<file path="config.mk">
export PLATFORM = sky130hd
export DESIGN_NAME = mem_port_arb
export DESIGN_NICKNAME = d
export VERILOG_FILES = /design/src/rtl/sisc_pkg.sv /design/src/rtl/mem_port_arb.sv
export SDC_FILE = /design/constraint.sdc
export NUM_CORES = 1
export LEC_CHECK = 0
export ABC_AREA = 1
export CORE_ASPECT_RATIO = 0.9
export CORE_MARGIN = 10
export CORE_UTILIZATION = 35
export DETAILED_ROUTE_END_ITERATION = 8
export PLACE_DENSITY = 0.68
export RECOVER_POWER = 25
export SYNTH_ARGS = -nofsm -noshare
export SYNTH_HDL_FRONTEND = slang
export SYNTH_SLANG_ARGS = --single-unit
</file>
<file path="constraint.sdc">
create_clock -name clk -period 2.63 [get_ports clk]
set_input_delay 0.526 -clock clk [delete_from_list [all_inputs] [get_ports clk]]
set_output_delay 0.526 -clock clk [all_outputs]
set_load 0.01 [all_outputs]
</file>
<file path="src/rtl/sisc_pkg.sv">
`default_nettype none
// +--------------------------------------------------------------------+
// | sisc_pkg : shared encodings and defaults for the SISC memory path  |
// | Rev 1.0                                                            |
// +--------------------------------------------------------------------+
package sisc_pkg;

   localparam int AW_DEF = 16;
   localparam int DW_DEF = 32;

   localparam logic [1:0] ST_IDLE   = 2'd0;
   localparam logic [1:0] ST_ACCESS = 2'd1;
   localparam logic [1:0] ST_DONE   = 2'd2;

   typedef enum logic [1:0] {
      IDLE   = ST_IDLE,
      ACCESS = ST_ACCESS,
      DONE   = ST_DONE
   } arb_state_t;

   localparam logic OWN_IF = 1'b0;
   localparam logic OWN_D  = 1'b1;

   // Single requester wins outright; a tie goes to whoever did not own the port last.
   function automatic logic pick_owner(input logic if_req, input logic d_req, input logic last_owner);
      logic owner;
      if (if_req && d_req) owner = ~last_owner;
      else if (d_req)      owner = OWN_D;
      else                 owner = OWN_IF;
      return owner;
   endfunction

endpackage
`default_nettype wire

</file>
<file path="src/rtl/mem_port_arb.sv">
`default_nettype none
// +--------------------------------------------------------------------+
// | mem_port_arb : fetch/data arbiter for the shared SISC memory port  |
// | Rev 1.0                                                            |
// +--------------------------------------------------------------------+
module mem_port_arb
   import sisc_pkg::*;
#(
   parameter int AW        = AW_DEF,
   parameter int DW        = DW_DEF,
   parameter int MEM_LAT   = 2,
   parameter bit DATA_PRIO = 1'b1
) (
   input  logic          clk,
   input  logic          rst_f,
   input  logic          if_req,
   input  logic [AW-1:0] if_addr,
   output logic          if_gnt,
   output logic          if_ack,
   output logic [DW-1:0] if_data,
   input  logic          d_req,
   input  logic          d_we,
   input  logic [AW-1:0] d_addr,
   input  logic [DW-1:0] d_wdata,
   output logic          d_gnt,
   output logic          d_ack,
   output logic [DW-1:0] d_rdata,
   output logic          mem_en,
   output logic          mem_we,
   output logic [AW-1:0] mem_addr,
   output logic [DW-1:0] mem_wdata,
   input  logic [DW-1:0] mem_rdata,
   output logic          busy
);

   localparam logic [2:0] c_CNT_LOAD   = 3'(MEM_LAT - 1);
   localparam logic       c_LAST_RESET = DATA_PRIO ? OWN_IF : OWN_D;

   arb_state_t    r_state;
   arb_state_t    w_next;
   logic          w_grant;
   logic          w_sel;
   logic          r_owner;
   logic          r_last;
   logic          r_we;
   logic [2:0]    r_cnt;
   logic [AW-1:0] r_addr;
   logic [DW-1:0] r_wdata;
   logic [DW-1:0] r_if_data;
   logic [DW-1:0] r_d_rdata;

   always_ff @(posedge clk or negedge rst_f) begin
      if (!rst_f) r_state <= IDLE;
      else        r_state <= w_next;
   end

   always_comb begin
      w_next  = r_state;
      w_grant = 1'b0;
      w_sel   = pick_owner(if_req, d_req, r_last);
      case (r_state)
         IDLE: begin
            if (if_req || d_req) begin
               w_grant = 1'b1;
               w_next  = ACCESS;
            end
         end
         ACCESS:  if (r_cnt == 3'd0) w_next = DONE;
         DONE:    w_next = IDLE;
         default: w_next = IDLE;
      endcase
   end

   always_ff @(posedge clk or negedge rst_f) begin
      if (!rst_f) begin
         r_owner   <= OWN_IF;
         r_last    <= c_LAST_RESET;
         r_we      <= 1'b0;
         r_cnt     <= 3'd0;
         r_addr    <= '0;
         r_wdata   <= '0;
         r_if_data <= '0;
         r_d_rdata <= '0;
      end else begin
         if (w_grant) begin
            r_owner <= w_sel;
            r_addr  <= (w_sel == OWN_D) ? d_addr : if_addr;
            r_we    <= (w_sel == OWN_D) && d_we;
            r_wdata <= (w_sel == OWN_D) ? d_wdata : '0;
            r_cnt   <= c_CNT_LOAD;
         end
         if (r_state == ACCESS) begin
            if (r_cnt == 3'd0) begin
               // Read data is only guaranteed on the final enabled cycle.
               if (r_owner == OWN_IF) r_if_data <= mem_rdata;
               else if (!r_we)        r_d_rdata <= mem_rdata;
            end else begin
               r_cnt <= r_cnt - 3'd1;
            end
         end
         if (r_state == DONE) r_last <= r_owner;
      end
   end

   assign busy      = (r_state != IDLE);
   assign mem_en    = (r_state == ACCESS);
   assign mem_we    = mem_en && r_we;
   assign mem_addr  = r_addr;
   assign mem_wdata = r_wdata;
   assign if_gnt    = busy && (r_owner == OWN_IF);
   assign d_gnt     = busy && (r_owner == OWN_D);
   assign if_ack    = (r_state == DONE) && (r_owner == OWN_IF);
   assign d_ack     = (r_state == DONE) && (r_owner == OWN_D);
   assign if_data   = r_if_data;
   assign d_rdata   = r_d_rdata;

endmodule
`default_nettype wire

</file>
==> flow_summary.toml <==
[outcome]
outcome = "finished, violations left"
violations = "max-capacitance violations, max-slew violations"

[critical_path]
startpoint = "r_state[1]"
arrival_ps = 1680
required_ps = 2100
rr_endpoint = "d_rdata[14]"
critPathMaxFanout = 4
r2r_cells = 8
r2r_setup_slack_ps = 840
path_buf_inv = 2
startpoint_type = "flop"
crit_family = "buffers and inverters"
cp_cell_sequence = "inv_2 > nand2_2 > nor2_1 > clkdlybuf4s50_1"
rr_startpoint = "r_cnt[0]"
slowest_delay_ps = 560
critical_path_class = "flop to output port"
cp_slowest_cell = "clkdlybuf4s50_1"
endpoint_kind = "output port"

[placement]
pre_cts_slack_ps = 463
portBuffers = 219
dp_hpwl_mm = 11.9
gp_congestion = 0.803

[sta]
worst_slew_pin_slew_ps = 1800
hold_violations = 0
max_freq_mhz = 452
setup_viol = 0
worst_slack_ps = 419
layout_min_cycle_time_ps = 2210
max_slew_margin_pct = -20.0
finalCritPeriodShare_pct = 84.1
slew_viol_final = 32
fin_setup_tns_ps = 0
rsz0062_at_grt = "no"
clock-skew-final_ps = 8.25

[logic_synthesis]
synth_warnings = 0
synth_seq_cells = 120
synth.avg_cell_area_um2 = 8.44
ys_seq_area_share_pct = 58.1
ys_top_cells_by_area = "dfrtp_1 58%, nand2_1 19%, nand3_1 13%, inv_1 3.0%, buf_2 2.3%"
synth_cell_types = 18
yosysMostFrequentCell = "nand2_1"
synth_flop_cell = "dfrtp_1"
syn_area_mm2 = 0.00517
synth_top_area_share_pct = 58.1
syn_nets = 715
synthCells = 612
async_flop_share_pct = 100
synth.largest_area_cell = "dfrtp_1"
synth_edf_count = 0
yosys-top-cells-count = "257 x nand2_1, 132 x nand3_1, 120 x dfrtp_1, 41 x inv_1, 24 x buf_2"

[global_route]
gr-usage-all-layers_pct = 16.4
antenna_found_initial = 0
grt_pass1_vias = 4827
grt_pass1_wl_mm = 26.0
gr-total-overflow = 0
grt_max_degree = 66

[clock_network]
holdBufCountCts = 0
post_cts_resized = 0
cts-root-buf = "clkbuf_16"
clkTransAtPathRegs_ps = 60
cts_tree = "yes"
cts-htree-levels = 4
clk_path_buf_depth = 2
clock_latency_ps = 410
post_cts_buffers = 0
clock-sinks = 120
cts_buffers = 17

[finish]
post-route-util_pct = 55.4
drive_gt1_share_pct = 6.32
fillerInstances = 1362
nets = 929
n_antenna_cell = 0
area_growth_pct = 56.6

[min_path]
min_path_type = "flop to flop"
holdPathStages = 2
hp-start = "d_rdata[30]"
hold_end = "d_rdata[30]"

[route]
drcViolationCount = 0
drt_pass1_iterations = 6
viasPerCell = 4.64
dr.first_iter.drc_count = 285
wl_per_cell_um = 16.1
num_vias = 4815
wl_mm = 16.7
detail-route-antenna-nets = 0

[floorplan]
ios = 220
start_util_pct = 35.4
core_mm2 = 0.0146
die_y_um = 135
fp-row-count = 42
dieArea_mm2 = 0.0200
die_w_um = 148

[job]
cap_violations = 1

[power]
power_leakage_nw = 4.03
ir_worst_vdd_mv = 0.559
powerDensity_mw_per_mm2 = 1260
==> per-stage QoR <==
stage | instance area [um^2] | hold WS [ps] | total power [mW] | instances
after CTS | 8100 | 63.7 | 10.4 | 1037
after detailed placement | 7520 | 459 | 8.02 | 1005
after global routing | 8090 | 485 | 10.9 | 1037
after global placement | 7520 | 453 | 7.95 | 1005
final | 8090 | 468 | 10.2 | 1037
after floorplan | 5170 | 230 | 5.46 | 612
==> kinds of logic after synthesis <==
group / after synthesis / share of synthesized area, %
AND/OR/NAND/NOR: 406 / 33.4
flip-flops: 120 / 58.1
buffers and inverters: 81 / 7.63
AO/OA/AOI/OAI: 2 / 0.194
adder cells (fa/ha/maj): 2 / 0.484
XOR/XNOR: 1 / 0.170
==> where the power goes <==
part           switching (mW)  internal (mW)
logic                    2.41           2.24
clock network           0.804           1.49
registers               0.517           2.75
total                    3.73           6.48
==> metal layers <==
metal / global-route usage (%) / part of all wire, %
met2: 24.5 / 44
met4: 5.06 / 1.5
met3: 9.39 / 11
met5: 0 / 0
met1: 19.6 / 43
==> sequential cells by signal (all words and copies together) (netlist names) <==
| signal | cells |
|---|---|
| r_state | 2 |
| r_last | 1 |
| if_data | 32 |
| r_we | 1 |
| r_owner | 1 |
| r_cnt | 3 |
| mem_wdata | 32 |
| mem_addr | 16 |
| d_rdata | 32 |
==> tightest hold or removal path, delay by kind of cell, from the launching register on <==
family           cells  cell delay [ps]
flip-flops           1              340
AND/OR/NAND/NOR      2              110
==> cell type report <==
class | count | area [um^2] | area share (%)
clock buffer | 24 | 492 | 6.08
timing repair buffer | 231 | 2310 | 28.5
sequential | 120 | 3000 | 37.1
inverter | 45 | 169 | 2.09
multi-input combinational | 411 | 1780 | 22.0
clock inverter | 8 | 93.8 | 1.16
tap | 198 | 248 | 3.06
==> worst max path at each step <==
stage / end / slack, ps / depth (start not counted)
after floorplan: d_ack / 1170 / 3
after global placement: r_we / 500 / 6
after detailed placement: mem_wdata[16] / 460 / 6
after CTS: mem_we / 390 / 4
after global routing: mem_wdata[0] / 260 / 2
final: mem_we / 420 / 4
==> layout by cell type (no fill, tap or decap) <==
| cell type | n |
|---|---|
| buf_12 | 3 |
| nor2_4 | 4 |
| nand3_1 | 132 |
| xor2_1 | 1 |
| o21ai_0 | 2 |
| clkbuf_16 | 17 |
| inv_2 | 4 |
| clkinv_4 | 1 |
| clkbuf_2 | 1 |
| nor2_1 | 8 |
| buf_4 | 7 |
| clkbuf_1 | 5 |
| nand3_2 | 1 |
| clkinv_2 | 5 |
| ha_1 | 2 |
| nand2_2 | 4 |
| dfrtp_1 | 120 |
| clkbuf_8 | 4 |
| clkdlybuf4s50_1 | 218 |
| bufinv_16 | 2 |
| nand2_1 | 257 |
| inv_1 | 41 |
No activity file was read; power rests on OpenSTA's default activity.
